===== src/rtl/one_counter_pkg.sv =====
// Shared state encodings and mode constants for the iterative one-counter family.
package one_counter_pkg;

  localparam logic [1:0] ST_IDLE = 2'd0;
  localparam logic [1:0] ST_RUN  = 2'd1;
  localparam logic [1:0] ST_DONE = 2'd2;

  localparam logic MODE_ONES  = 1'b0;
  localparam logic MODE_ZEROS = 1'b1;

  typedef enum logic [1:0] {
    StIdle = ST_IDLE,
    StRun  = ST_RUN,
    StDone = ST_DONE
  } state_e;

endpackage


===== src/rtl/popcount_chunk.sv =====
// Combinational population count of a W-bit slice.
module popcount_chunk #(
  parameter int unsigned W = 4,
  localparam int unsigned CW = $clog2(W + 1)
) (
  input  logic [W-1:0]  i_bits,
  output logic [CW-1:0] o_cnt
);

  always_comb begin
    o_cnt = '0;
    for (int i = 0; i < int'(W); i++) begin
      o_cnt = o_cnt + CW'(i_bits[i]);
    end
  end

endmodule


===== src/rtl/one_counter_v3_iter.sv =====
// Iterative set/clear-bit counter: consumes CHUNK_W bits per cycle and stops once
// the unconsumed part of the word is zero.
module one_counter_v3_iter
  import one_counter_pkg::*;
#(
  parameter int unsigned DATA_W  = 32,
  parameter int unsigned CHUNK_W = 4,
  localparam int unsigned CNT_W  = $clog2(DATA_W + 1)
) (
  input  logic              i_clk,
  input  logic              i_rst_n,
  input  logic              i_start,
  input  logic              i_mode,
  input  logic [DATA_W-1:0] i_data,
  input  logic              i_clear,
  output logic              o_busy,
  output logic              o_done,
  output logic [CNT_W-1:0]  o_count
);

  localparam int unsigned PC_W = $clog2(CHUNK_W + 1);

  state_e             state_q, state_d;
  logic [DATA_W-1:0]  shreg_q, shreg_d, shreg_shr;
  logic [CNT_W-1:0]   acc_q, acc_d;
  logic [CNT_W-1:0]   count_q, count_d;
  logic [PC_W-1:0]    chunk_cnt;

  // A full-width shift is spelled out so no out-of-range shift amount is elaborated.
  if (CHUNK_W == DATA_W) begin : g_full_chunk
    assign shreg_shr = '0;
  end else begin : g_part_chunk
    assign shreg_shr = shreg_q >> CHUNK_W;
  end

  popcount_chunk #(
    .W (CHUNK_W)
  ) u_popcount (
    .i_bits (shreg_q[CHUNK_W-1:0]),
    .o_cnt  (chunk_cnt)
  );

  always_comb begin
    state_d = state_q;
    shreg_d = shreg_q;
    acc_d   = acc_q;
    count_d = count_q;
    if (i_clear) begin
      state_d = StIdle;
      shreg_d = '0;
      acc_d   = '0;
    end else begin
      case (state_q)
        StIdle, StDone: begin
          if (i_start) begin
            shreg_d = (i_mode == MODE_ZEROS) ? ~i_data : i_data;
            acc_d   = '0;
            state_d = StRun;
          end else begin
            state_d = StIdle;
          end
        end
        StRun: begin
          acc_d   = acc_q + CNT_W'(chunk_cnt);
          shreg_d = shreg_shr;
          if (shreg_shr == '0) begin
            state_d = StDone;
            count_d = acc_d;
          end
        end
        default: state_d = StIdle;
      endcase
    end
  end

  always_ff @(posedge i_clk or negedge i_rst_n) begin
    if (!i_rst_n) begin
      state_q <= StIdle;
      shreg_q <= '0;
      acc_q   <= '0;
      count_q <= '0;
    end else begin
      state_q <= state_d;
      shreg_q <= shreg_d;
      acc_q   <= acc_d;
      count_q <= count_d;
    end
  end

  assign o_busy  = (state_q == StRun);
  assign o_done  = (state_q == StDone);
  assign o_count = count_q;

endmodule

===== config.mk =====
export PLATFORM = sky130hd
export DESIGN_NAME = one_counter_v3_iter
export DESIGN_NICKNAME = d
export VERILOG_FILES = /design/src/rtl/one_counter_pkg.sv /design/src/rtl/popcount_chunk.sv /design/src/rtl/one_counter_v3_iter.sv
export SDC_FILE = /design/constraint.sdc
export NUM_CORES = 1
export LEC_CHECK = 0
export CORE_MARGIN = 3
export CORE_UTILIZATION = 35
export CTS_CLUSTER_SIZE = 40
export DETAILED_ROUTE_END_ITERATION = 10
export GPL_TIMING_DRIVEN = 1
export SKIP_LAST_GASP = 1
export SYNTH_ARGS = -nofsm -noshare
export SYNTH_HDL_FRONTEND = slang
export SYNTH_HIERARCHICAL = 1
export SYNTH_SLANG_ARGS = --single-unit

===== constraint.sdc =====
create_clock -name i_clk -period 7.7 [get_ports i_clk]
set_clock_uncertainty 0.05 [all_clocks]
set_input_delay 1.925 -clock i_clk [delete_from_list [all_inputs] [get_ports i_clk]]
set_output_delay 1.925 -clock i_clk [all_outputs]
set_load 0.005 [all_outputs]

==> impl_summary.txt <==
----------------------------------------------------
[Clock network]
  Clock slew at the register clock pins of the worst setup and hold paths ... 0.08 ns
  Deepest level of the CTS H-tree ... 2
  CTS Buf Count ... 5
  Hold-fix buffers at CTS ... 0
  Quantity of gates resized following cts ... 0
  Worst-case clock buffer depth ... 2
  Clock Tree Root ... clkbuf_8
  Source-to-sink clock delay at the later pin of the worst-skew pair ... 0.29 ns
  Number of setup buffers added after CTS ... 0
  Clock Sinks ... 46
  TritonCTS clock tree ... done

[Floorplan]
  Effective utilization at floorplan ... a little over a third
  Placement row count ... 30
  Die outline area ... just over 8000 um^2
  Die X-Extent ... 90.33 um
  Floorplan die height ... 90.33 um
  Area inside the core boundary ... 6832 um^2
  Number of ports placed on the die boundary ... 45

[Finish]
  Commonest cells after routing, fill and taps aside ... dfrtp_1, clkdlybuf4s50_1, nor2_1, nand2_1
  NumNets Final ... 349
  Reg area ... about 1200 um^2
  Most common cell after layout, fill and taps aside ... dfrtp_1
  Post-route non-filler standard cell count ... 401
  Core utilization of the finished layout ... 44.89%
  Area taken by multi-input logic gates ... 1255 um^2
  Ant diodes ... 0
  Filler Cells Inserted ... 692
  Proportion of layout cells with a drive suffix above 1 ... 5.574%
  Post-synthesis to final-layout area growth ... 23.23%

[Min path]
  Class of the worst hold path ... register to register

[Synthesis]
  Cell types with the largest area share after synthesis ... dfrtp_1, xnor2_1, o21ai_0
  Fraction of the yosys area taken by sequential cells ... 46.25%
  Number of warnings printed during yosys synthesis ... 6
  Number of distinct standard cells referenced by the synthesized netlist ... 28
  Syn Std Cell Area ... 2489 um^2
  Proportion of netlist area held by the largest area contributor ... 46.25%
  Post-Synthesis Net Count ... 313
  Number of synthesized register bits ... 46
  Cell type with the highest aggregate area in the netlist ... dfrtp_1
  Synthesized area divided by synthesized cell count ... 9.251 um^2
  Count of mapped cells out of synthesis ... 269

[Route]
  Total number of vias ... 1910
  Wire length after detailed routing ... between 5000 and 6000 um
  Routed len/inst ... 12.95 um
  Residual DRC ... 0
  Per-cell via count in the routed design ... 4.763
  Starting DRT DRC Count ... 115
  Post-route antenna net violation count ... 0
  DRT Pass-1 Iters ... 4

[Global route]
  Initial antenna violation count ... 0
  Global route overflow ... 0
  Overall routing resource usage ... 13.57%
  Wire length of the first global-routing pass ... 8956 um
  Number of global-route vias before repair ... ~1900
  Largest net degree at the start of global routing ... 59

[STA]
  Number of endpoints with negative hold slack in the final report ... 0
  Setup repair after global routing missed its margin ... false
  Worst Tran Pin Value ... ~0.99 ns
  Setup tns final ... 0 ns
  Final worst slack ... 4.223 ns
  Relative max-transition margin ... 33.68%
  Maximum achievable frequency ... 287.6 MHz
  Final clock period utilization by the worst path ... 45.16%
  Final number of setup-violating endpoints ... 0
  Time the final worst path needs with I/O delays and setup ... 3.477 ns
  Final-report max-slew violation count ... 0

[Placement]
  Placement-stage worst setup slack ... 3.956 ns
  Number of buffer cells added on primary ports ... 44
  Post-DP HPWL ... about 3600 um
  RePlAce Congestion ... 0.7752
  Total placed cells including tap cells ... 394

[Power and ir drop]
  Switching part of the total ... approximately 29%
  Proportion of power drawn by the clock network ... 24.6%
  Part of the power in registers ... 51.3%
  Gate power share ... about 24%
  Internal power ... 0.3886 mW
  Pleak ... 1.301 nW
  Pwr Density ... between 150 and 200 nW/um^2
  Sw Pwr ... 0.1587 mW
  Highest ir drop seen on vdd ... around 0.065 mV

[Flow run]
  Max-cap violation count ... 0

[Worst setup path]
  Worst Setup Path Type ... register to primary output
  Kind of capture point of the worst setup path ... primary output
  Signal arrival time at the worst endpoint ... approximately 1.5 ns
  Largest driver fanout on the critical path ... 3
  CP startpoint kind ... register
  Crit path required time ... 5.73 ns

[Status]
  Outcome ... completed

----------------------------------------------------
[through the flow]
| step | hold WS [ns] | power, mW | area, um^2 |
|---|---|---|---|
| floorplan | 0.4038 | 0.3654 | 2489 |
| detailed placement | 0.4313 | 0.4213 | 2990 |
| global placement | 0.4226 | 0.4195 | 2990 |
| global route | 0.4794 | 0.5869 | 3067 |
| finish | 0.4438 | 0.5473 | 3067 |
| CTS | 0.4523 | 0.5581 | 3067 |
[worst max-delay path, cell delays in order, from the launching register on]
cell and delay (ns):
dfrtp_1 0.39, nand2b_1 0.19, inv_1 0.12, clkdlybuf4s50_1 0.52
[cells by family (layout without fill, tap and decap cells)]
| family | count (synthesis) | count (layout) | synth area share [%] |
|---|---|---|---|
| flops | 46 | 46 | 46.25 |
| buf+inv | 22 | 58 | 3.519 |
| compound gates | 71 | 71 | 15.94 |
| simple gates | 81 | 81 | 14.83 |
| xor+xnor | 36 | 36 | 12.67 |
| fa+ha+maj | 7 | 7 | 4.123 |
| mux | 6 | 6 | 2.665 |
[flip-flops by register name, indices dropped and copies added (netlist names)]
name,flops
shreg_q,32
o_count,6
acc_q,6
state_q,2
[power groups by stage]
| stage | clock [mW] | combinational [mW] | sequential (mW) |
|---|---|---|---|
| global route | 0.153 | 0.149 | 0.285 |
| CTS | 0.141 | 0.136 | 0.281 |
| finish | 0.135 | 0.132 | 0.281 |
| global placement | 0 | 0.134 | 0.285 |
| floorplan | 0 | 0.0847 | 0.281 |
| detailed placement | 0 | 0.135 | 0.286 |
[cells in the mapped netlist]
cell and n:
nand4_1 1, a22o_1 9, buf_2 4, mux2_2 5, a21o_1 1, nor2b_1 2
ha_1 5, o21ai_0 30, xor2_1 6, or4_1 1, mux2i_1 1, nor2_1 33
buf_1 1, inv_1 5, xnor2_1 30, a211oi_1 1, a21oi_1 29, o21bai_1 1
dfrtp_1 46, nor3b_1 1, nor4_1 6, nor4_4 1, nand2_1 31, fa_1 2
clkbuf_1 12, nor3_1 2, nand2b_4 1, nand2b_1 2
[layout make-up]
type / count / area share (%)
sequential: 46 / 37.54
multi-input combinational: 201 / 40.92
clock buffer: 7 / 2.489
timing repair buffer: 46 / 14.52
inverter: 5 / 0.6120
tap: 96 / 3.917
[worst paths after layout]
check,startpoint,endpoint,slack [ns],depth (start not counted)
min in group asynchronous,i_rst_n,acc_q[0]$_DFFE_PN0P_,1.75,1
min reg2reg,shreg_q[0]$_DFFE_PN0P_,shreg_q[0]$_DFFE_PN0P_,0.44,2
min,shreg_q[0]$_DFFE_PN0P_,shreg_q[0]$_DFFE_PN0P_,0.44,2
max reg2reg,shreg_q[0]$_DFFE_PN0P_,o_count[3]$_DFFE_PN0P_,4.97,8
max in group asynchronous,i_rst_n,acc_q[2]$_DFFE_PN0P_,5.25,1
max,state_q[1]$_DFFE_PN0P_,o_busy,4.22,3
[routing by layer]
layer | track usage, % | wire length (um) | up-vias
li1 | - | - | 976
met2 | 21.28 | 2453 | 37
met5 | 0 | 0 | -
met1 | 18.44 | 2475 | 893
met3 | 3.750 | 201 | 4
met4 | 3.827 | 61 | 0
No activity file was read; power rests on OpenSTA's default activity.
